`config.mk`:
```
export PLATFORM = sky130hd
export DESIGN_NAME = mem_interface
export DESIGN_NICKNAME = d
export VERILOG_FILES = /design/src/rtl/mem_interface.sv
export SDC_FILE = /design/constraint.sdc
export NUM_CORES = 1
export LEC_CHECK = 0
export ABC_AREA = 1
export CORE_MARGIN = 8
export CORE_UTILIZATION = 25
export CTS_CLUSTER_SIZE = 10
export DETAILED_ROUTE_END_ITERATION = 10
export PLACE_DENSITY = 0.55
export SETUP_SLACK_MARGIN = 0.5
export SYNTH_ARGS = -nofsm -noshare
export SYNTH_HDL_FRONTEND = slang
export SYNTH_SLANG_ARGS = --single-unit
export TNS_END_PERCENT = 1
```
`constraint.sdc`:
```
create_clock -name clk -period 1.7 [get_ports clk]
set_input_delay 0.34 -clock clk [delete_from_list [all_inputs] [get_ports clk]]
set_output_delay 0.34 -clock clk [all_outputs]
set_load 0.03 [all_outputs]
```
`src/rtl/mem_interface.sv`:
```
// Memory-side access stage: steers datapath loads/stores to a synchronous
// block RAM or to a small switch/LED I/O window, returning data plus a ready pulse.
//
// Ports:
//   clk, reset      : clock and synchronous active-high reset
//   req, we         : access request (held until ready) and write select
//   adrToMem        : word address from the datapath
//   dataToMem       : write data from the datapath
//   dataFromMem     : read data, valid while ready is high and held afterwards
//   ready           : one-cycle completion pulse
//   ramAdr/ramWData : latched RAM address and write data
//   ramEn/ramWe     : one-cycle RAM strobe and write enable
//   ramRData        : RAM read data, valid the cycle after ramEn
//   switches        : asynchronous switch inputs
//   leds            : registered LED outputs
module mem_interface #(
  parameter int unsigned      WIDTH       = 16,
  parameter int unsigned      WAIT_STATES = 0,
  parameter logic [WIDTH-1:0] IO_BASE     = 16'hFFF0,
  parameter int unsigned      SW_W        = 8,
  parameter int unsigned      LED_W       = 8
) (
  input  logic             clk,
  input  logic             reset,
  input  logic             req,
  input  logic             we,
  input  logic [WIDTH-1:0] adrToMem,
  input  logic [WIDTH-1:0] dataToMem,
  output logic [WIDTH-1:0] dataFromMem,
  output logic             ready,
  output logic [WIDTH-1:0] ramAdr,
  output logic [WIDTH-1:0] ramWData,
  output logic             ramEn,
  output logic             ramWe,
  input  logic [WIDTH-1:0] ramRData,
  input  logic [SW_W-1:0]  switches,
  output logic [LED_W-1:0] leds
);

  typedef enum logic [1:0] {
    IDLE,
    RAM_ACC,
    RAM_WAIT,
    DONE
  } state_t;

  localparam logic [WIDTH-1:0] LED_ADR = IO_BASE + WIDTH'(1);
  localparam logic [3:0]       WS      = 4'(WAIT_STATES);

  state_t           state_q;
  logic [3:0]       cnt_q;
  logic             we_q;
  logic [WIDTH-1:0] adr_q;
  logic [WIDTH-1:0] wdata_q;
  logic [WIDTH-1:0] rdata_q;
  logic             ready_q;
  logic             ram_en_q;
  logic             ram_we_q;
  logic [LED_W-1:0] leds_q;
  logic [SW_W-1:0]  sw_meta_q;
  logic [SW_W-1:0]  sw_sync_q;

  logic             is_io;
  logic             is_sw;
  logic             is_led;
  logic [WIDTH-1:0] io_rdata;
  logic             ram_rd_done;

  always_comb begin
    is_io    = (adrToMem >= IO_BASE);
    is_sw    = (adrToMem == IO_BASE);
    is_led   = (adrToMem == LED_ADR);
    io_rdata = '0;
    if (is_sw) begin
      io_rdata = WIDTH'(sw_sync_q);
    end else if (is_led) begin
      io_rdata = WIDTH'(leds_q);
    end
  end

  // RAM read data only becomes valid during the DONE cycle, so it is
  // forwarded while ready is high and captured on the way back to IDLE.
  assign ram_rd_done = (state_q == DONE) && !we_q && (adr_q < IO_BASE);

  always_ff @(posedge clk) begin
    if (reset) begin
      state_q   <= IDLE;
      cnt_q     <= '0;
      we_q      <= 1'b0;
      adr_q     <= '0;
      wdata_q   <= '0;
      rdata_q   <= '0;
      ready_q   <= 1'b0;
      ram_en_q  <= 1'b0;
      ram_we_q  <= 1'b0;
      leds_q    <= '0;
      sw_meta_q <= '0;
      sw_sync_q <= '0;
    end else begin
      sw_meta_q <= switches;
      sw_sync_q <= sw_meta_q;
      ready_q   <= 1'b0;
      ram_en_q  <= 1'b0;
      ram_we_q  <= 1'b0;
      unique case (state_q)
        IDLE: begin
          if (req) begin
            adr_q   <= adrToMem;
            wdata_q <= dataToMem;
            we_q    <= we;
            if (is_io) begin
              state_q <= DONE;
              ready_q <= 1'b1;
              if (!we) begin
                rdata_q <= io_rdata;
              end else if (is_led) begin
                leds_q <= dataToMem[LED_W-1:0];
              end
            end else begin
              state_q  <= RAM_ACC;
              ram_en_q <= 1'b1;
              ram_we_q <= we;
            end
          end
        end
        RAM_ACC: begin
          cnt_q <= WS;
          if (WS == 4'd0) begin
            state_q <= DONE;
            ready_q <= 1'b1;
          end else begin
            state_q <= RAM_WAIT;
          end
        end
        RAM_WAIT: begin
          cnt_q <= cnt_q - 4'd1;
          if (cnt_q == 4'd1) begin
            state_q <= DONE;
            ready_q <= 1'b1;
          end
        end
        DONE: begin
          state_q <= IDLE;
          if (ram_rd_done) begin
            rdata_q <= ramRData;
          end
        end
        default: state_q <= IDLE;
      endcase
    end
  end

  assign dataFromMem = ram_rd_done ? ramRData : rdata_q;
  assign ready       = ready_q;
  assign ramAdr      = adr_q;
  assign ramWData    = wdata_q;
  assign ramEn       = ram_en_q;
  assign ramWe       = ram_we_q;
  assign leds        = leds_q;

endmodule

```
==> summary.md, run 1 <==
| Metric | Value |
|---|---|
| Outcome | `finished with violations` |
| Violated checks | `negative setup slack` |
| Clock root cell | `clkbuf_16` |
| Top FF cell, synth | `dfxtp_1` |
| Period utilization | `114.6%` |
| Final hold violations | `0` |
| Reg2reg setup slack | `50 ps` |
| CTS clk-pin slew, worst paths | `60 ps` |
| Max IR drop VDD | `462.8 uV` |
| Top cells by area in the synthesized netlist | `dfxtp_1 45%, nor2_1 13%, nand2_1 9.3%, inv_1 6.2%, o21ai_0 6.2%` |
| Starting DRT DRC Count | `139` |
| Worst Path Arrival | `1610 ps` |
| Worst-Skew Late Latency | `340 ps` |
| EDFF count, synth | `0` |
| Top-count cell post-synth | `nor2_1` |
| Finished Layout Cells | `871` |
| Crit path launch | `state_q[0]$_SDFFE_PP0P_` |
| Overflow after GRT | `0` |
| Total GRT Usage | `12.40%` |
| R2r worst-path depth | `9` |
| Gpl congestion | `0.7884` |
| Synth cell types | `28` |
| Layout area overhead | `76.69%` |
| WL final | `11.37 mm` |
| Post-synth top cells | `129 x nor2_1, 90 x nand2_1, 82 x dfxtp_1` |
| Cts hold-fix bufs | `0` |
| Startpoint Class | `register` |
| Synthesized area | `3650 sq um` |
| CP max stage delay | `360 ps` |
| Max-cap violations | `0` |
| Setup slack after layout | `-248.0 ps` |
| Pins Over Slew Limit | `0` |
| Slowest stage cell on the critical path | `dfxtp_4` |
| Tot Pwr | `0.007804 W` |
| Drt drc | `0` |
| Worst-Margin Slew | `290.5 ps` |
| Final Setup Violations | `16` |
| Crit path capture | `dataFromMem[2]` |
| Syn Area/Cell | `6.992 sq um` |
| Drt first pass iters | `4` |
| Initial Util | `25.30%` |
| Final min period | `1948 ps` |
| DIE AREA | `18720 sq um` |
| First-pass GRT wire length | `18.31 mm` |
| Sequential area share after synthesis | `44.98%` |
| Critical path class | `reg2out` |
| Maximum number of pins on one net before global-route repair | `43` |
| Yosys warns | `0` |
| Chip height | `136.8 um` |
| TNS Setup | `-3813 ps` |
| RSZ-0062 raised after global routing | `yes` |
| Clock tree sinks | `82` |
| RR Startpoint | `state_q[0]$_SDFFE_PP0P_` |
| Worst-path cell chain | `ha_4, inv_4, nor2_4, buf_6, nand2_4, o21a_4, buf_12` |
| CTS tree | `built` |
| Final ANT Viol Nets | `0` |
| Port Buffers | `118` |
| Pwr Density | `1210 nW/um^2` |
| Max Fclk | `513.4 MHz` |
| RR Endpoint | `rdata_q[8]$_SDFFE_PP0P_` |
| Site Rows | `44` |
| Core ar. | `14420 sq um` |
| Worst Setup End Kind | `output pin` |
| Maximum fanout along the worst path | `6` |
| H-tree levels | `3` |
| DP Area | `5567 sq um` |
| Final net count | `750` |
| Boundary pin count | `119` |
| WL/cell | `13.05 um` |
| Fin area | `6449 sq um` |
| Slew headroom | `80.53%` |
| Post-DP HPWL | `8.697 mm` |
| Vias per inst | `4.311` |
| Share of layout cells above drive strength 1 | `35.95%` |
| Hold Path Class | `in2reg` |
| Skew final | `5.540 ps` |
| Share of the core filled with cells | `44.71%` |
| Ant diodes | `0` |
| Vias in the first global route | `3760` |
| Post-Synthesis Cells | `522` |
| Net Count, Synth | `590` |
| DR vias | `3755` |
| FFs w/ async S/R, synth | `0%` |
| Die width | `136.8 um` |
| CTS buffer count | `9` |
| Initial antenna violation count | `0` |
| Yosys top cell by area | `dfxtp_1` |
| Top-area cell type share of the netlist area | `44.98%` |
| Register bit count reported by yosys | `82` |
| Placed cells | `843` |
| Lkg Pwr | `2.775 nW` |
| Clk buf depth | `2` |
| Crit path required time | `1360 ps` |
-- report_power, final --
part	leakage (nW)	total, W	internal [W]	switching [W]
Clock	0.136	0.00180	0.00107	0.000725
Sequential	0.688	0.00246	0.00227	0.000197
Combinational	1.95	0.00354	0.00167	0.00187
-- worst max-delay path: cells and delay by family, from the launching register on --
kind	cells	cell delay (ps)
compound gates	1	230
fa+ha+maj	1	160
buf+inv	3	320
flops	1	360
simple gates	2	200
-- worst min-delay path by stage --
stage / endpoint / slack, ps / cells past startpoint / startpoint
6_report: ramAdr[9]$_SDFFE_PP0P_ / 320 / 3 / adrToMem[9]
5_1_grt: ramAdr[9]$_SDFFE_PP0P_ / 350 / 3 / adrToMem[9]
4_1_cts: ramAdr[10]$_SDFFE_PP0P_ / 390 / 3 / adrToMem[10]
3_5_place_dp: sw_sync_q[7]$_SDFF_PP0_ / 400 / 2 / sw_meta_q[7]$_SDFF_PP0_
3_3_place_gp: sw_sync_q[7]$_SDFF_PP0_ / 400 / 2 / sw_meta_q[7]$_SDFF_PP0_
2_1_floorplan: sw_sync_q[0]$_SDFF_PP0_ / 390 / 2 / sw_meta_q[0]$_SDFF_PP0_
-- metrics by stage --
step / setup slack, ps / hold slack, ps
2_1_floorplan: 130.1 / 388.3
3_3_place_gp: -351.5 / 398.9
3_5_place_dp: -394.6 / 399.2
4_1_cts: -276.4 / 389.5
5_1_grt: -324.6 / 351.3
6_report: -248.0 / 316.6
-- layout make-up --
class / instances / area, sq um
timing repair buffer: 163 / 1774
clock inverter: 2 / 10.01
sequential: 82 / 1713
tap: 184 / 230.2
multi-input combinational: 363 / 2201
clock buffer: 14 / 265.3
fill: 1443 / 7975
inverter: 63 / 255.2
-- cell families after synthesis --
group,Yosys count,share of synthesized area [%]
buffers and inverters,80,8.399
AOI/OAI and AO/OA,81,12.72
DFF,82,44.98
adders and majority gates,8,2.743
and+or+nand+nor,271,31.16
-- state kept, by name, summed over array words and instances (netlist names) --
signal and flops:
leds 8, rdata_q 16, ready 1, ramEn 1, ramWe 1, cnt_q 4, we_q 1, sw_meta_q 8
sw_sync_q 8, state_q 2, ramAdr 16, ramWData 16
-- timing repair --
item                                    4_1_cts  5_1_grt
setup buffers                                 9        0
gates cloned                                  3        0
pin swaps                                    36       36
resized for setup                           405       51
endpoints found under the setup margin      125      112
-- layout by cell type (no fill, tap or decap), types with 17 or more instances in the layout --
cell type,count
buf_6,58
o21ai_2,17
buf_4,29
dfxtp_1,53
clkdlybuf4s50_1,55
o21ai_0,20
nand3_1,24
inv_1,54
nor2_1,120
nand2_1,64
-- metal layers --
| layer | vias to the layer above | global-route usage [%] | share of wire (%) |
|---|---|---|---|
| met2 | 85 | 22.15 | 51 |
| li1 | 1966 | - | - |
| met5 | - | 0 | 0 |
| met4 | 0 | 3.078 | 1.0 |
| met1 | 1693 | 13.45 | 42 |
| met3 | 11 | 4.846 | 6.7 |
(Power assumes the default switching activity.)
==> inputs of run 2 (changes only) <==
--- a/config.mk
+++ b/config.mk
@@ -10,7 +10,9 @@
 export CORE_UTILIZATION = 25
 export CTS_CLUSTER_SIZE = 10
 export DETAILED_ROUTE_END_ITERATION = 10
+export HOLD_SLACK_MARGIN = 0.06
 export PLACE_DENSITY = 0.55
+export REMOVE_ABC_BUFFERS = 1
 export SETUP_SLACK_MARGIN = 0.5
 export SYNTH_ARGS = -nofsm -noshare
 export SYNTH_HDL_FRONTEND = slang
==> run 2 against run 1 <==
The run still ends with negative setup slack left. Setup slack improved by 13 ps. Critical path depth increased by 1. Power increased by 3.0%. Register-to-register slack about the same. Core utilization decreased by 1.1 points. Clock power increased by 17%. Via count increased by 1.6%. Final cell count increased by 1.7%. Design area decreased by 2.5%.
==> summary.md, run 2 (synthesis gave the netlist of run 1 again) <==
| Metric | Value |
|---|---|
| Maximum fanout along the worst path | `8` |
| CTS buffer count | `9` |
| Net Sw Power | `0.002819 W` |
| Chip height | `136.8 um` |
| Worst-Skew Late Latency | `340 ps` |
| Overflow after GRT | `0` |
| Sequential share of power | `30.5%` |
| DR vias | `3816` |
| RR Startpoint | `state_q[0]$_SDFFE_PP0P_` |
| HP Start | `adrToMem[8]` |
| Lkg Pwr | `2.800 nW` |
| Pre-CTS setup slack | `-325.9 ps` |
| Port Buffers | `118` |
| Final net count | `765` |
| First-pass GRT wire length | `19.13 mm` |
| Gpl congestion | `0.7699` |
| Worst Path Arrival | `1600 ps` |
| Total GRT Usage | `12.98%` |
| Drt first pass iters | `4` |
| Max-cap violations | `0` |
| Final Setup Violations | `16` |
| Tot Pwr | `0.008035 W` |
| Drt drc | `0` |
| Final ANT Viol Nets | `0` |
| Pwr Density | `1278 nW/um^2` |
| CP max stage delay | `360 ps` |
| Max Fclk | `516.8 MHz` |
| Initial Util | `25.30%` |
| Crit path required time | `1360 ps` |
| Seq. cell area | `1690 sq um` |
| Period utilization | `113.8%` |
| Switch share | `35.09%` |
| Clock power frac | `26.1%` |
| Setup slack after layout | `-235.1 ps` |
| Ant diodes | `0` |
| Slowest stage cell on the critical path | `dfxtp_4` |
| Boundary pin count | `119` |
| Area of the multi-input gates | `1949 sq um` |
| Share of layout cells above drive strength 1 | `34.05%` |
| Slew headroom | `75.98%` |
| Hold Path Class | `in2reg` |
| Skew final | `7.794 ps` |
| Post-DP HPWL | `8.892 mm` |
| CTS clk-pin slew, worst paths | `60 ps` |
| Initial antenna violation count | `0` |
| Final hold violations | `0` |
| Worst-path cell chain | `ha_4, inv_2, nor2_4, nand2_4, buf_8, nand2_2, o21a_1, buf_12` |
| Vias in the first global route | `3930` |
| Final min period | `1935 ps` |
| Placed cells | `860` |
| Filler Cells Inserted | `1471` |
| Max IR drop VDD | `505.1 uV` |
| Worst Setup End Kind | `output pin` |
| Violated checks | `negative setup slack` |
| DIE AREA | `18720 sq um` |
| Site Rows | `44` |
| Starting DRT DRC Count | `179` |
| Crit path launch | `state_q[1]$_SDFFE_PP0P_` |
| Die width | `136.8 um` |
| Cts hold-fix bufs | `0` |
| Outcome | `finished with violations` |
| Finished Layout Cells | `886` |
| Pins Over Slew Limit | `0` |
| WL/cell | `13.44 um` |
| Worst-Margin Slew | `359.0 ps` |
| Pint | `0.005216 W` |
| CTS tree | `built` |
| Clock tree sinks | `82` |
| Critical path class | `reg2out` |
| Layout area overhead | `72.20%` |
| Clock root cell | `clkbuf_16` |
| Maximum number of pins on one net before global-route repair | `37` |
| Most common cell after layout, fill and taps aside | `nor2_1` |
| Vias per inst | `4.307` |
| Core ar. | `14420 sq um` |
| Clk buf depth | `2` |
| RSZ-0062 raised after global routing | `yes` |
| Combinational Power Share | `43.3%` |
| WL final | `11.91 mm` |
| Most frequent cells in the layout | `120 x nor2_1, 72 x nand2_1, 54 x buf_4, 54 x buf_6, 53 x inv_1` |
| H-tree levels | `3` |
| Startpoint Class | `register` |
==> run 2: cell count changes in the layout (fill, tap and decap cells not counted), sizes merged <==
cell,previous run,this run
buf,104,121
dlygate4sd2,2,17
clkdlybuf4s50,55,42
nand2,96,93
bufinv,0,2
clkbuf,14,12
dlymetal6s2s,2,0
clkinvlp,1,2
==> run 2: metal layers <==
layer / GRT usage [%] / part of all wire (%) / up-vias
met5: 0 / 0 / -
met4: 4.406 / 1.5 / 0
met3: 4.589 / 6.5 / 11
met2: 22.39 / 50 / 80
met1: 14.56 / 42 / 1737
li1: - / - / 1988
==> run 2: final timing paths <==
| path | end | slack [ps] | depth (start not counted) |
|---|---|---|---|
| max | dataFromMem[1] | -240 | 8 |
| min | ramAdr[8]$_SDFFE_PP0P_ | 380 | 3 |
| max reg2reg | rdata_q[11]$_SDFFE_PP0P_ | 50 | 9 |
| min reg2reg | sw_sync_q[7]$_SDFF_PP0_ | 400 | 2 |
==> run 2: power groups by stage <==
stage | clock (W) | combinational (W) | sequential (W)
detailed placement | 0 | 0.00299 | 0.00241
global placement | 0 | 0.00294 | 0.00239
CTS | 0.00216 | 0.00334 | 0.00240
global route | 0.00226 | 0.00376 | 0.00249
finish | 0.00210 | 0.00348 | 0.00245
floorplan | 0 | 0.00114 | 0.00277
==> run 2: repair_timing <==
| action | CTS | global route |
|---|---|---|
| gates resized for setup | 401 | 68 |
| buffers inserted | 7 | 2 |
| cloned | 1 | 0 |
| hold endpoints to repair | 0 | 0 |
| pin swaps | 34 | 24 |
| endpoints found under the setup margin | 125 | 122 |
==> run 2: critical path, delay by kind of cell, from the launching register on <==
kind / cells / cell delay [ps]
flops: 1 / 360
simple gates: 3 / 260
buf+inv: 3 / 320
fa+ha+maj: 1 / 130
compound gates: 1 / 180
==> run 2: per-stage QoR <==
step | util, % | hold slack, ps | cell area [sq um] | TNS [ps]
after floorplan | - | 388.3 | 3580 | -7275
after global placement | 38.04 | 398.5 | 5487 | -6240
after detailed placement | 38.04 | 398.5 | 5487 | -6882
after CTS | 42.14 | 369.1 | 6078 | -3778
after global routing | 43.57 | 397.5 | 6285 | -5084
final | 43.57 | 382.7 | 6285 | -3109
==> run 2: layout make-up <==
class,instances,share of cell area [%]
Timing Repair Buffer,181,29.36
Tap cell,184,3.663
Multi-Input combinational cell,360,31.02
Sequential cell,82,26.90
Inverter,63,3.962
Clock inverter,5,1.234
Clock buffer,11,3.862
==> inputs of run 3 (changes only) <==
--- a/config.mk
+++ b/config.mk
@@ -6,12 +6,13 @@
 export NUM_CORES = 1
 export LEC_CHECK = 0
 export ABC_AREA = 1
+export CORE_ASPECT_RATIO = 0.7
 export CORE_MARGIN = 8
-export CORE_UTILIZATION = 25
+export CORE_UTILIZATION = 35
 export CTS_CLUSTER_SIZE = 10
 export DETAILED_ROUTE_END_ITERATION = 10
 export HOLD_SLACK_MARGIN = 0.06
-export PLACE_DENSITY = 0.55
+export PLACE_DENSITY = 0.71
 export REMOVE_ABC_BUFFERS = 1
 export SETUP_SLACK_MARGIN = 0.5
 export SYNTH_ARGS = -nofsm -noshare
==> run 3 against run 2 <==
The flow still finishes with violations (negative setup slack). Clock skew decreased by 3.1 ps. Core utilization increased by 17 points. Sequential share of layout area increased by 0.50 points. Clock-buffer cell count decreased by 2. Wire length decreased by 2.1%. Critical path depth unchanged. Flip-flop and latch count unchanged. Power increased by 2.2%. Clock power increased by 11%. Non-clock buffer count decreased by 13. First-iteration DRC count decreased by 3.4%. Critical path type unchanged. Largest cell class unchanged.
==> summary.md, run 3 (synthesis gave the netlist of run 1 again) <==
| Metric | Value |
|---|---|
| CTS buffer count | `9` |
| Max-cap violations | `0` |
| Skew final | `4.712 ps` |
| Gpl congestion | `0.7994` |
| Filler Cells Inserted | `894` |
| Clock power frac | `28.3%` |
| Hold_ws | `403.8 ps` |
| Total GRT Usage | `16.09%` |
| Maximum fanout along the worst path | `6` |
| Ant diodes | `0` |
| Clk buf depth | `2` |
| Most common cell after layout, fill and taps aside | `nor2_1` |
| Die width | `138.1 um` |
| Boundary pin count | `119` |
| Maximum number of pins on one net before global-route repair | `35` |
| Layout area overhead | `68.67%` |
| Cts hold-fix bufs | `0` |
| Reg2reg setup slack | `-10 ps` |
| First-pass GRT wire length | `18.40 mm` |
| Pint | `0.005349 W` |
| Placed cells | `798` |
| DR vias | `3841` |
| Slew headroom | `76.77%` |
| Final ANT Viol Nets | `0` |
| Final hold violations | `0` |
| Chip height | `101.4 um` |
| Vias in the first global route | `3770` |
| Max IR drop VDD | `691.0 uV` |
| Switch share | `34.85%` |
| Period utilization | `114.4%` |
| Final net count | `752` |
| Net Sw Power | `0.002861 W` |
| WL/cell | `14.23 um` |
| Final Setup Violations | `19` |
| Site Rows | `31` |
| Port Buffers | `118` |
| Worst-Margin Slew | `347.2 ps` |
| Pwr Density | `1334 nW/um^2` |
| Pins Over Slew Limit | `0` |
| Finished Layout Cells | `820` |
| Critical path class | `reg2out` |
| Worst Path Arrival | `1610 ps` |
| Final min period | `1945 ps` |
| Core ar. | `10240 sq um` |
| Worst Setup End Kind | `output pin` |
| Drt drc | `0` |
| Violated checks | `negative setup slack` |
| Overflow after GRT | `0` |
| Lkg Pwr | `2.785 nW` |
| Drt first pass iters | `4` |
| Post-DP HPWL | `8.215 mm` |
| Crit path required time | `1360 ps` |
| Initial Util | `35.64%` |
| RSZ-0062 raised after global routing | `yes` |
| WL final | `11.67 mm` |
| CTS tree | `built` |
| Worst-Skew Late Latency | `340 ps` |
| Sequential share of power | `30.0%` |
| Vias per inst | `4.684` |
| Max Fclk | `514.1 MHz` |
| Combinational Power Share | `41.7%` |
| Clock root cell | `clkbuf_16` |
| Outcome | `finished with violations` |
| Initial antenna violation count | `0` |
| Startpoint Class | `register` |
| Clock tree sinks | `82` |
| Pre-CTS setup slack | `-296.5 ps` |
| H-tree levels | `3` |
| Hold Path Class | `reg2reg` |
| Most frequent cells in the layout | `114 x nor2_1, 71 x nand2_1, 52 x inv_1, 52 x buf_4, 50 x dfxtp_1` |
| DIE AREA | `14000 sq um` |
| Starting DRT DRC Count | `173` |
| Share of layout cells above drive strength 1 | `35.03%` |
| CTS clk-pin slew, worst paths | `60 ps` |
| Setup slack after layout | `-245.2 ps` |
-- run 3: cell count changes in the layout (fill, tap and decap cells not counted), sizes merged --
cell           previous run  this run
clkinv                    3         2
clkinvlp                  2         0
dlygate4sd2              17        16
clkbuf                   12        10
clkdlybuf4s50            42        43
bufinv                    2         4
inv                      61        63
buf                     121       108
-- run 3: metal layers --
| metal | routed length [um] | vias to the layer above | GRT usage (%) |
|---|---|---|---|
| met5 | 0 | - | 0 |
| met4 | 163 | 0 | 5.158 |
| met3 | 600 | 17 | 4.824 |
| met2 | 5636 | 97 | 27.56 |
| met1 | 5265 | 1767 | 19.12 |
| li1 | - | 1960 | - |
-- run 3: what timing repair did --
action                                  4_1_cts  5_1_grt
endpoints found under the setup margin      125      111
resized for setup                           410       70
pin swaps                                    34       25
buffers inserted                              3        2
cloned                                        2        0
-- run 3: stage by stage --
stage | area (sq um) | setup TNS (ps) | power, W | utilization, %
2_1_floorplan | 3580 | -7275 | 0.003907 | -
3_3_place_gp | 5309 | -4994 | 0.005161 | 51.85
3_5_place_dp | 5309 | -6372 | 0.005248 | 51.85
4_1_cts | 5949 | -3662 | 0.007967 | 58.10
5_1_grt | 6156 | -5447 | 0.008606 | 60.12
6_report | 6156 | -3118 | 0.008211 | 60.12
-- run 3: worst paths after layout --
check	startpoint	end	cells after the start
worst max-delay path	state_q[0]$_SDFFE_PP0P_	dataFromMem[2]	8
worst min-delay path	sw_meta_q[3]$_SDFF_PP0_	sw_sync_q[3]$_SDFF_PP0_	2
worst max register to register	state_q[1]$_SDFFE_PP0P_	rdata_q[14]$_SDFFE_PP0P_	9
worst min register to register	sw_meta_q[3]$_SDFF_PP0_	sw_sync_q[3]$_SDFF_PP0_	2
-- run 3: area by class of cell --
type / count / area [sq um] / area share [%]
Clock buffer: 9 / 225.2 / 3.659
Clock inverter: 6 / 130.1 / 2.114
Inverter: 63 / 246.5 / 4.004
Multi-Input combinational cell: 360 / 2012 / 32.68
Sequential cell: 82 / 1687 / 27.40
Tap cell: 132 / 165.2 / 2.683
Timing Repair Buffer: 168 / 1690 / 27.46
-- run 3: worst max-delay path: stages, from the launching register on --
cell and delay [ps]:
dfxtp_2 350, ha_4 160, inv_4 40, nor2_4 100, nand2_4 80, buf_6 140, nand2_2 50, o21a_1 200
buf_12 140
-- run 3: power groups by stage --
stage               combinational (W)  sequential, W  clock, W
finish                        0.00342        0.00246   0.00233
global route                  0.00366        0.00250   0.00245
CTS                           0.00319        0.00241   0.00237
detailed placement            0.00283        0.00242         0
global placement              0.00277        0.00240         0
floorplan                     0.00114        0.00277         0
